## src/rtl/output_port_allocator_pkg.sv

```systemverilog
// Shared types and helpers for the router output-port allocator:
// lock FSM states, default geometry and the round-robin pick function.
package noc_alloc_pkg;

    typedef enum logic {
        IDLE   = 1'b0,
        LOCKED = 1'b1
    } alloc_state_t;

    localparam int DEFAULT_PORTS         = 5;
    localparam int DEFAULT_REQUEST_WIDTH = (DEFAULT_PORTS > 1) ? $clog2(DEFAULT_PORTS) : 1;

    typedef struct packed {
        logic                             found;
        logic [DEFAULT_REQUEST_WIDTH-1:0] idx;
    } rr_pick_t;

    // Scan ptr+1, ptr+2, ... (mod ports) and return the first set requester.
    function automatic rr_pick_t rr_pick(
        input logic [DEFAULT_PORTS-1:0]         req_vec,
        input logic [DEFAULT_REQUEST_WIDTH-1:0] ptr
    );
        rr_pick_t r;
        int       c;
        r = '0;
        for (int k = 1; k <= DEFAULT_PORTS; k++) begin
            c = (int'(ptr) + k) % DEFAULT_PORTS;
            if (!r.found && req_vec[c]) begin
                r.found = 1'b1;
                r.idx   = DEFAULT_REQUEST_WIDTH'(c);
            end
        end
        return r;
    endfunction

endpackage

```

## src/rtl/output_port_allocator_if.sv

```systemverilog
// Request/steering bundle between the input buffers, the allocator and the crossbar.
interface output_port_allocator_if
    import noc_alloc_pkg::*;
#(
    parameter int PORTS         = DEFAULT_PORTS,
    parameter int REQUEST_WIDTH = DEFAULT_REQUEST_WIDTH
);
    logic [PORTS-1:0]               req_valid;
    logic [PORTS*REQUEST_WIDTH-1:0] req_port;
    logic [PORTS-1:0]               req_tail;
    logic [PORTS-1:0]               out_ready;
    logic [PORTS-1:0]               in_ready;
    logic [PORTS-1:0]               out_valid;
    logic [PORTS*REQUEST_WIDTH-1:0] out_sel;
    logic [PORTS-1:0]               out_busy;

    modport master (
        output req_valid, req_port, req_tail, out_ready,
        input  in_ready, out_valid, out_sel, out_busy
    );

    modport slave (
        input  req_valid, req_port, req_tail, out_ready,
        output in_ready, out_valid, out_sel, out_busy
    );

endinterface

```

## src/rtl/output_port_allocator_rr_arbiter.sv

```systemverilog
// Per-output wormhole lock: round-robin grant in IDLE, hold the owner until
// its tail flit transfers.
module rr_arbiter
    import noc_alloc_pkg::*;
#(
    parameter int PORTS         = DEFAULT_PORTS,
    parameter int REQUEST_WIDTH = DEFAULT_REQUEST_WIDTH
) (
    input  logic                     clk,
    input  logic                     rst,
    input  logic [PORTS-1:0]         cand,
    input  logic [PORTS-1:0]         req_valid,
    input  logic [PORTS-1:0]         req_tail,
    input  logic                     out_ready,
    output logic                     busy,
    output logic                     valid,
    output logic [REQUEST_WIDTH-1:0] sel,
    output logic [PORTS-1:0]         own_mask,
    output logic [PORTS-1:0]         ready_mask
);

    alloc_state_t             state, state_nx;
    logic [REQUEST_WIDTH-1:0] owner, owner_nx;
    logic [REQUEST_WIDTH-1:0] ptr, ptr_nx;
    rr_pick_t                 pick;

    // ptr resets to the last port so input 0 is first in line.
    always_ff @(posedge clk) begin
        if (!rst) begin
            state <= IDLE;
            owner <= '0;
            ptr   <= REQUEST_WIDTH'(PORTS - 1);
        end else begin
            state <= state_nx;
            owner <= owner_nx;
            ptr   <= ptr_nx;
        end
    end

    always_comb begin
        state_nx   = state;
        owner_nx   = owner;
        ptr_nx     = ptr;
        pick       = rr_pick(cand, ptr);
        busy       = (state == LOCKED);
        valid      = busy && req_valid[owner];
        sel        = owner;
        own_mask   = '0;
        ready_mask = '0;
        if (busy) begin
            own_mask[owner]   = 1'b1;
            ready_mask[owner] = out_ready;
        end
        unique case (state)
            IDLE: begin
                if (pick.found) begin
                    state_nx = LOCKED;
                    owner_nx = pick.idx;
                    ptr_nx   = pick.idx;
                end
            end
            LOCKED: begin
                if (valid && out_ready && req_tail[owner]) begin
                    state_nx = IDLE;
                end
            end
            default: state_nx = IDLE;
        endcase
    end

endmodule

```

## src/rtl/output_port_allocator.sv

```systemverilog
// Switch allocator top: builds per-output candidate masks (excluding inputs
// already owning an output) and merges the per-output steering back together.
module output_port_allocator
    import noc_alloc_pkg::*;
#(
    parameter int PORTS         = DEFAULT_PORTS,
    parameter int REQUEST_WIDTH = DEFAULT_REQUEST_WIDTH
) (
    input logic                    clk,
    input logic                    rst,
    output_port_allocator_if.slave bus
);

    logic [PORTS-1:0]         cand       [PORTS];
    logic [PORTS-1:0]         own_mask   [PORTS];
    logic [PORTS-1:0]         ready_mask [PORTS];
    logic [REQUEST_WIDTH-1:0] sel_v      [PORTS];
    logic [PORTS-1:0]         owned;
    logic [PORTS-1:0]         busy_v;
    logic [PORTS-1:0]         valid_v;

    always_comb begin
        owned = '0;
        for (int o = 0; o < PORTS; o++) begin
            owned = owned | own_mask[o];
        end
    end

    // Out-of-range port numbers never match any o, so they are never granted.
    always_comb begin
        for (int o = 0; o < PORTS; o++) begin
            cand[o] = '0;
            for (int i = 0; i < PORTS; i++) begin
                cand[o][i] = bus.req_valid[i]
                          && (bus.req_port[i*REQUEST_WIDTH +: REQUEST_WIDTH] == REQUEST_WIDTH'(o))
                          && !owned[i];
            end
        end
    end

    for (genvar o = 0; o < PORTS; o++) begin : g_out
        rr_arbiter #(
            .PORTS         (PORTS),
            .REQUEST_WIDTH (REQUEST_WIDTH)
        ) u_arb (
            .clk        (clk),
            .rst        (rst),
            .cand       (cand[o]),
            .req_valid  (bus.req_valid),
            .req_tail   (bus.req_tail),
            .out_ready  (bus.out_ready[o]),
            .busy       (busy_v[o]),
            .valid      (valid_v[o]),
            .sel        (sel_v[o]),
            .own_mask   (own_mask[o]),
            .ready_mask (ready_mask[o])
        );
    end

    always_comb begin
        bus.in_ready  = '0;
        bus.out_sel   = '0;
        bus.out_busy  = busy_v;
        bus.out_valid = valid_v;
        for (int o = 0; o < PORTS; o++) begin
            bus.in_ready = bus.in_ready | ready_mask[o];
            bus.out_sel[o*REQUEST_WIDTH +: REQUEST_WIDTH] = sel_v[o];
        end
    end

endmodule

```

## src/flat_wrapper.sv

```systemverilog
// flat-port wrapper written by rule: the top's interface ports become plain ports
module output_port_allocator_flat import noc_alloc_pkg::*;
#(
    parameter int PORTS         = DEFAULT_PORTS,
    parameter int REQUEST_WIDTH = DEFAULT_REQUEST_WIDTH
)
  (clk, rst, bus_req_valid, bus_req_port, bus_req_tail, bus_out_ready, bus_in_ready, bus_out_valid, bus_out_sel, bus_out_busy);
  output_port_allocator_if #(.PORTS(PORTS), .REQUEST_WIDTH(REQUEST_WIDTH)) bus_i ();
  input logic clk;
  input logic rst;
  input wire logic [$bits(bus_i.req_valid)-1:0] bus_req_valid;
  input wire logic [$bits(bus_i.req_port)-1:0] bus_req_port;
  input wire logic [$bits(bus_i.req_tail)-1:0] bus_req_tail;
  input wire logic [$bits(bus_i.out_ready)-1:0] bus_out_ready;
  output wire logic [$bits(bus_i.in_ready)-1:0] bus_in_ready;
  output wire logic [$bits(bus_i.out_valid)-1:0] bus_out_valid;
  output wire logic [$bits(bus_i.out_sel)-1:0] bus_out_sel;
  output wire logic [$bits(bus_i.out_busy)-1:0] bus_out_busy;
  assign bus_i.req_valid = bus_req_valid;
  assign bus_i.req_port = bus_req_port;
  assign bus_i.req_tail = bus_req_tail;
  assign bus_i.out_ready = bus_out_ready;
  assign bus_in_ready = bus_i.in_ready;
  assign bus_out_valid = bus_i.out_valid;
  assign bus_out_sel = bus_i.out_sel;
  assign bus_out_busy = bus_i.out_busy;
  output_port_allocator #(.PORTS(PORTS), .REQUEST_WIDTH(REQUEST_WIDTH)) u_core (.clk(clk), .rst(rst), .bus(bus_i));
endmodule
```

## config.mk

```make
export PLATFORM = sky130hd
export DESIGN_NAME = output_port_allocator_flat
export DESIGN_NICKNAME = d
export VERILOG_FILES = /design/src/rtl/output_port_allocator_pkg.sv /design/src/rtl/output_port_allocator_if.sv /design/src/rtl/output_port_allocator_rr_arbiter.sv /design/src/rtl/output_port_allocator.sv /design/src/flat_wrapper.sv
export SDC_FILE = /design/constraint.sdc
export NUM_CORES = 1
export LEC_CHECK = 0
export BUFFER_PORTS_ARGS = -buffer_cell sky130_fd_sc_hd__buf_2
export CAP_MARGIN = 20
export CORE_MARGIN = 2
export CORE_UTILIZATION = 30
export DETAILED_ROUTE_END_ITERATION = 6
export SYNTH_ARGS = -nofsm -noshare
export SYNTH_HDL_FRONTEND = slang
export SYNTH_HIERARCHICAL = 1
export SYNTH_SLANG_ARGS = --single-unit
```

## constraint.sdc

```tcl
create_clock -name clk -period 5.5 [get_ports clk]
set_input_delay 0.275 -clock clk [delete_from_list [all_inputs] [get_ports clk]]
set_output_delay 0.275 -clock clk [all_outputs]
set_load 0.02 [all_outputs]
```

# Yosys cells after proc, flatten, opt, wreduce, memory -nomap -nowiden
# Cells that the tools add are included.
[totals]
register_bits = 35
in_bits = 32
out_inout_bits = 30
wordCells = 418
[op_classes]
n_addsub = 25
div_mod_pow = 25
n_lt_le_gt_ge = 35
eq_ne = 20
n_mux = 155
n_bitwise = 18
reduce_logical = 125
[op_table]
columns = ["op", "n"]
rows = [
  ["32-bit by 5-bit less-than comparator with 1-bit output (second input constant)", 25],
  ["32-bit by 4-bit modulo with 32-bit output (second input constant)", 25],
  ["1-bit binary-select mux with 3-bit select", 35],
  ["4-bit 2-to-1 mux", 25],
  ["1-bit logical AND", 90],
  ["1-bit 2-to-1 mux", 75],
  ["5-bit 2-to-1 mux", 10],
  ["3-bit by 2-bit adder with 4-bit output (second input constant)", 10],
  ["3-bit by 3-bit adder with 4-bit output (second input constant)", 10],
  ["5-bit bitwise OR", 8],
  ["3-bit by 2-bit equality test with 1-bit output (second input constant)", 10],
  ["5-bit AND", 5],
  ["1-bit logical NOT", 25],
  ["3-bit by 1-bit adder with 4-bit output (second input constant)", 5],
  ["3-bit by 4-bit less-than comparator with 1-bit output (second input constant)", 5],
  ["1-bit demux with 3-bit select", 5],
  ["3-bit by 1-bit equality test with 1-bit output (second input constant)", 5],
  ["3-bit equality test (second input constant)", 5],
  ["3-bit by 1-bit greater-or-equal comparator with 1-bit output (second input constant)", 5],
  ["3-bit logical NOT", 5],
  ["1-bit one-hot mux with 2 select lines", 5],
  ["2-bit AND reduction", 5],
  ["1-bit NOT", 5],
]

# Longest topological paths before layout
[depth]
ltp_word = 29
mapped_depth = 22
ltp_nobuf = 18

# By module
# Netlist, hierarchy kept.
[by_module_without_submodules]
columns = ["module", "n_inst", "cells_per_inst", "area_per_inst_um2", "seq_area_each_um2"]
rows = [
  ["rr_arbiter (u_core.g_out[1].u_arb ...)", 3, 309, 2234.6, 100.1],
  ["rr_arbiter (u_core.g_out[0].u_arb)", 1, 310, 2388.5, 100.1],
  ["rr_arbiter (u_core.g_out[4].u_arb)", 1, 272, 2044.5, 100.1],
  ["output_port_allocator", 1, 68, 441.7, 0.0],
]

# Worst setup path after synthesis
# OpenSTA, ideal clock, no wires.
[synth_path]
kind = "register -> register"
from = "register u_core.g_out[0].u_arb.owner[0]"
to = "register u_core.g_out[0].u_arb.owner[1]"
t_arrival_ns = 4.635
required_ns = 5.434
setup_slack_ns = 0.799
path_stages_with_launch = 21
path_buffers = 3
cell_sequence = "dfxtp_1 > buf_2 > buf_2 > inv_2 > ha_1 > buf_2 > inv_1 > ha_1 > nor2_1 > a21oi_1 > xnor2_1 > ha_1 > inv_1 > o22ai_1 > o21ai_2 > xnor2_1 > mux4_2 > a21oi_2 > a31oi_4 > o22a_1 > a21oi_2"
[synth_between]
elab_chain_len = 28
[synth_rtl]
columns = ["element", "line_no", "source"]
rows = [
  ["start: declaration", "output_port_allocator_rr_arbiter.sv:23", "logic [REQUEST_WIDTH-1:0] owner, owner_nx;"],
  ["start signal: assignment", "output_port_allocator_rr_arbiter.sv:35", "owner <= owner_nx;"],
  ["3-bit by 4-bit less-than comparator with 1-bit output (implied by the code) or 3-bit by 1-bit greater-or-equal comparator with 1-bit output (tied branches)", "output_port_allocator_rr_arbiter.sv:51", "own_mask[owner] = 1'b1;"],
  ["1-bit logical AND (implied by the code)", "output_port_allocator_rr_arbiter.sv:51", ""],
  ["1-bit 2-to-1 mux (implied by the code)", "output_port_allocator_rr_arbiter.sv:51", ""],
  ["1-bit demux with 3-bit select (*)", "output_port_allocator_rr_arbiter.sv:51", ""],
  ["5-bit 2-to-1 mux (*)", "output_port_allocator_rr_arbiter.sv:50", "if (busy) begin"],
  ["5-bit bitwise OR (*) (4 in a row)", "output_port_allocator.sv:25", "owned = owned | own_mask[o];"],
  ["1-bit logical NOT", "output_port_allocator.sv:36", "&& !owned[i];"],
  ["1-bit logical AND", "output_port_allocator.sv:36", ""],
  ["(+9 left out)", "-", ""],
  ["4-bit 2-to-1 mux", "output_port_allocator_pkg.sv:28", "if (!r.found && req_vec[c]) begin"],
  ["1-bit logical NOT", "output_port_allocator_pkg.sv:28", ""],
  ["1-bit logical AND", "output_port_allocator_pkg.sv:28", ""],
  ["4-bit 2-to-1 mux", "output_port_allocator_pkg.sv:28", ""],
  ["1-bit logical NOT", "output_port_allocator_pkg.sv:28", ""],
  ["1-bit logical AND", "output_port_allocator_pkg.sv:28", ""],
  ["4-bit 2-to-1 mux (*)", "output_port_allocator_pkg.sv:28", ""],
  ["2-bit AND reduction (no line)", "-", ""],
]
# Mark *: on every way between the ends. The rest lies on a longest branch, timed or not. The select of a mux whose other input is x is not followed.
# A chain may end at the register's enable or synchronous reset.

# Worst setup path in the final report
[layout_path]
from = "register u_core.g_out[2].u_arb.owner[0]"
to = "register u_core.g_out[2].u_arb.ptr[2]"
[layout_between]
elab_chain_len = 27
[layout_rtl]
columns = ["element", "line_no", "source"]
rows = [
  ["start: declaration", "output_port_allocator_rr_arbiter.sv:23", ""],
  ["start signal: assignment", "output_port_allocator_rr_arbiter.sv:35", ""],
  ["3-bit by 4-bit less-than comparator with 1-bit output (implied by the code) or 3-bit by 1-bit greater-or-equal comparator with 1-bit output (tied branches)", "output_port_allocator_rr_arbiter.sv:51", ""],
  ["1-bit logical AND (implied by the code)", "output_port_allocator_rr_arbiter.sv:51", ""],
  ["1-bit 2-to-1 mux (implied by the code)", "output_port_allocator_rr_arbiter.sv:51", ""],
  ["1-bit demux with 3-bit select (*)", "output_port_allocator_rr_arbiter.sv:51", ""],
  ["5-bit 2-to-1 mux (*)", "output_port_allocator_rr_arbiter.sv:50", ""],
  ["5-bit bitwise OR (*) (3 in a row)", "output_port_allocator.sv:25", ""],
  ["1-bit logical NOT", "output_port_allocator.sv:36", ""],
  ["1-bit logical AND", "output_port_allocator.sv:36", ""],
  ["(+9 left out)", "-", ""],
  ["4-bit 2-to-1 mux", "output_port_allocator_pkg.sv:28", ""],
  ["1-bit logical NOT", "output_port_allocator_pkg.sv:28", ""],
  ["1-bit logical AND", "output_port_allocator_pkg.sv:28", ""],
  ["4-bit 2-to-1 mux", "output_port_allocator_pkg.sv:28", ""],
  ["1-bit logical NOT", "output_port_allocator_pkg.sv:28", ""],
  ["1-bit logical AND", "output_port_allocator_pkg.sv:28", ""],
  ["4-bit 2-to-1 mux (*)", "output_port_allocator_pkg.sv:28", ""],
  ["2-bit AND reduction (no line)", "-", ""],
  ["end signal: assignment", "output_port_allocator_rr_arbiter.sv:32", "ptr <= REQUEST_WIDTH'(PORTS - 1);"],
  ["end signal: assignment", "output_port_allocator_rr_arbiter.sv:36", "ptr <= ptr_nx;"],
  ["end: declaration", "output_port_allocator_rr_arbiter.sv:24", "logic [REQUEST_WIDTH-1:0] ptr, ptr_nx;"],
]
# Marks and branches as above.

==> flow_summary_export.csv <==
group,metric,value,unit
status,outcome,"finished, final reports clean",
timing,drv_slew,0,
critical_path,worst_ep_arrival_time,4.89,ns
floorplanning,rows,71,
timing,fmax,210,MHz
power,fin_total_pwr,7.48,mW
route,detail-route-antenna-nets,0,
place,routabilityCongestion,0.963,
synthesis,synth-edff-count,0,
synthesis,muxShareOfSynthArea,10.9,%
floorplanning,fp.dieH,200,um
critical_path,ff2ff_path_depth,17,
floorplanning,pin_count,62,
cells_and_area,stdcell_count,2123,
route,vias,12180,
global_routing,grt_max_degree,36,
synthesis,synth_cell_types,106,
timing,hold_violations,0,
clocking,clkSinkCount,25,
synthesis,synthXorXnorAreaFrac,4.44,%
route,post_drt_wl_per_cell,17.1,um
flow_run,max-cap-violations,0,
synthesis,syn_avg_cell_area,7.34,sq um
power,powerDensity,593,nW/um^2
clocking,hold_buffers,0,
synthesis,synth_top_family_by_area,"compound AO/OA/AOI/OAI gates",
timing,rsz0062_at_grt,"false",
synthesis,synth_area,11600,sq um
place,post-dp-hpwl,28300,um
route,via_per_inst,5.74,
power,peakVddDrop,0.324,mV
synthesis,synth_fa_ha_area_share,13.7,%
place,dp_cells,2117,
floorplanning,die_x,200,um
clocking,cts_tree,"done",
power,leakage,5.28,nW
global_routing,antenna_found_initial,2,
cells_and_area,drive_gt1_share,16.0,%
synthesis,synth_top_area_share,13.7,%
clocking,cts_inserted_buffers,3,
route,wirelength,36400,um
clocking,ctsResizeCount,0,
timing,clock-skew-final,0.00896,ns
global_routing,grt_pass1_wl,58600,um
synthesis,syn_inst,1577,
critical_path,cp.required,5.63,ns
synthesis,yosys_warnings,6,
timing,relSlewSlack,36.1,%
clocking,clock-root-buffer,"clkbuf_16",
critical_path,crit_type,"flop to flop",
cells_and_area,fin_nets,1770,
synthesis,ys_top_cells_by_area,"ha_1 (14%), mux2i_1 (6.4%), dfxtp_1 (4.3%)",
route,drc,0,
timing,finalCritPeriodShare,86.5,%
timing,finalSetupViolCount,0,
place,dpl_cell_area,12500,sq um
route,drt_iter0_markers,995,
synthesis,ys_seq_area_share,4.32,%
timing,setup_tns,0,ns
cells_and_area,register_area,505,sq um
critical_path,cp-end-kind,"flop",
timing,final.min_clock_period,4.76,ns
synthesis,yosys.area_share.simple,29.2,%
cells_and_area,stdcell_area,12600,sq um
critical_path,cp-start-kind,"flop",
synthesis,ys.flop_type,"dfxtp_1",
synthesis,synth_fp_nets,1736,
cells_and_area,synthToLayoutAreaGrowth,8.88,%
global_routing,grt_use_total,17.3,%
cells_and_area,n_fill_cell,4076,
hold_path,min_path_type,"input pin to flop",
synthesis,async_flop_share,0,%
synthesis,synth_area_leader_cell,"ha_1",
synthesis,synth_compound_area_share,30.1,%
timing,hold_slack,0.442,ns
place,io_buffer_count,61,
clocking,clk_pin_slew_worst_paths,0.08,ns
clocking,clockBufferDepth,2,
clocking,htreeDepth,1,
global_routing,grt_pass1_vias,11532,
timing,tightest_slew,0.951,ns
hold_path,min_delay_path_depth,2,
critical_path,crit_fanout,23,
clocking,clkLatencyLatePin,0.28,ns
floorplanning,die_area,40200,sq um
route,drtPass1Iterations,5,
clocking,cts_setup_buffers,0,
global_routing,grt_overflow,0,
cells_and_area,multiInputGateArea,10200,sq um
floorplanning,core_area,37800,sq um
synthesis,synth_seq_cells,25,
floorplanning,start_util,30.6,%
[synth_stat cells, drive strengths merged, types with 7 or more instances]
cell type / n
a2111oi: 7
a211o: 12
a211oi: 27
a21boi: 19
a21o: 10
a21oi: 93
a31oi: 30
a32oi: 8
and2: 12
and3: 21
buf: 49
clkbuf: 40
dfxtp: 25
ha: 127
inv: 106
mux2: 21
mux2i: 74
mux4: 12
nand2: 132
nand2b: 50
nand3: 42
nand3b: 9
nand4b: 11
nor2: 127
nor2b: 38
nor3: 51
nor3b: 20
nor4: 19
nor4b: 16
o211a: 15
o211ai: 13
o21a: 22
o21ai: 67
o22a: 9
o22ai: 32
o311a: 8
o311ai: 8
o31a: 10
o31ai: 11
or2: 12
or3: 11
or4: 10
or4b: 7
xnor2: 41
xor2: 7
[flip-flops by register name, indices dropped and copies added (netlist names)]
| register | count |
|---|---|
| u_core/g_out.u_arb/sel | 15 |
| u_core/g_out.u_arb/busy | 5 |
| u_core/g_out.u_arb/ptr | 5 |
[metal layers]
metal	up-vias	track usage [%]	share of wire [%]
met5	-	0	0
li1	5962	-	-
met1	5781	22.6	45
met3	66	1.72	5.6
met2	371	29.9	47
met4	0	5.11	2.6
[logic make-up after synthesis]
logic type,after synthesis
and+or+nand+nor,612
AOI/OAI and AO/OA,461
buffers and inverters,197
adders and majority gates,127
muxes,107
xor gates and xnor gates,48
DFF,25
[cell usage in the layout, fill, tap and decap left out, types with 11 or more instances in the layout]
master / netlist / final
nor3_1: 50 / 50
nor2_1: 127 / 127
buf_2: 24 / 61
a21oi_1: 80 / 80
o21a_1: 22 / 22
nand4b_1: 11 / 11
o31ai_1: 11 / 11
or3_1: 11 / 11
o21ai_1: 12 / 12
buf_4: 15 / 57
inv_1: 94 / 94
mux2i_1: 74 / 74
nor4_1: 19 / 18
mux2_2: 17 / 17
a211o_1: 12 / 12
dfxtp_1: 25 / 21
a211oi_1: 21 / 21
ha_1: 127 / 127
mux4_2: 12 / 12
o211ai_1: 12 / 12
nand2b_1: 47 / 47
nor3b_1: 19 / 19
o22ai_1: 22 / 22
a21boi_0: 12 / 12
xnor2_1: 34 / 34
inv_2: 12 / 12
o21ai_0: 53 / 53
and2_1: 11 / 11
a31oi_1: 27 / 27
nand3_1: 42 / 42
nor2b_1: 38 / 38
o211a_1: 15 / 15
and3_1: 21 / 21
nand2_1: 132 / 132
[worst max-delay path, cell delays in order (launching register included)]
cell,delay [ns]
dfxtp_2,0.65
ha_1,0.44
xnor2_2,0.24
inv_2,0.15
ha_1,0.27
o31ai_1,0.23
o31ai_1,0.14
xnor2_1,0.43
ha_1,0.29
nand2b_1,0.08
o2bb2ai_1,0.21
xnor2_1,0.30
mux2i_1,0.28
nor3_1,0.08
a211o_1,0.31
nor2b_1,0.14
o221ai_1,0.26
nand3_1,0.12
[power by group]
part           total, mW  switching [mW]  internal (mW)  leakage (nW)
Clock              0.182          0.0823         0.0995        0.0371
Combinational       6.88            4.08           2.80          5.04
Sequential         0.412           0.162          0.250         0.208
Total               7.48            4.33           3.15          5.28
[layout make-up]
class | instances | area share, %
clock inverters | 1 | 0.0595
clock buffers | 3 | 0.595
well taps | 511 | 5.07
flip-flops and latches | 25 | 4.01
repair buffers | 118 | 5.82
inverters | 108 | 3.22
multi-input cells | 1355 | 81.2
diodes | 2 | 0.0397
[path summary, 6_finish.rpt]
kind	startpoint	end	slack (ns)
max	u_core/g_out[2].u_arb/sel[0]	u_core/g_out[2].u_arb/ptr[2]	0.74
min	rst	u_core/g_out[4].u_arb/ptr[2]	0.44
max reg2reg	u_core/g_out[2].u_arb/sel[0]	u_core/g_out[2].u_arb/ptr[2]	0.74
min reg2reg	u_core/g_out[3].u_arb/sel[2]	u_core/g_out[3].u_arb/sel[2]	0.62
[through the flow]
| step | util (%) | setup slack [ns] |
|---|---|---|
| after floorplan | - | 0.799 |
| after global placement | 33.1 | 0.819 |
| after detailed placement | 33.1 | 0.794 |
| after CTS | 33.3 | 0.773 |
| after global routing | 33.3 | 0.294 |
| final | 33.3 | 0.741 |
(Power assumes the default switching activity.)
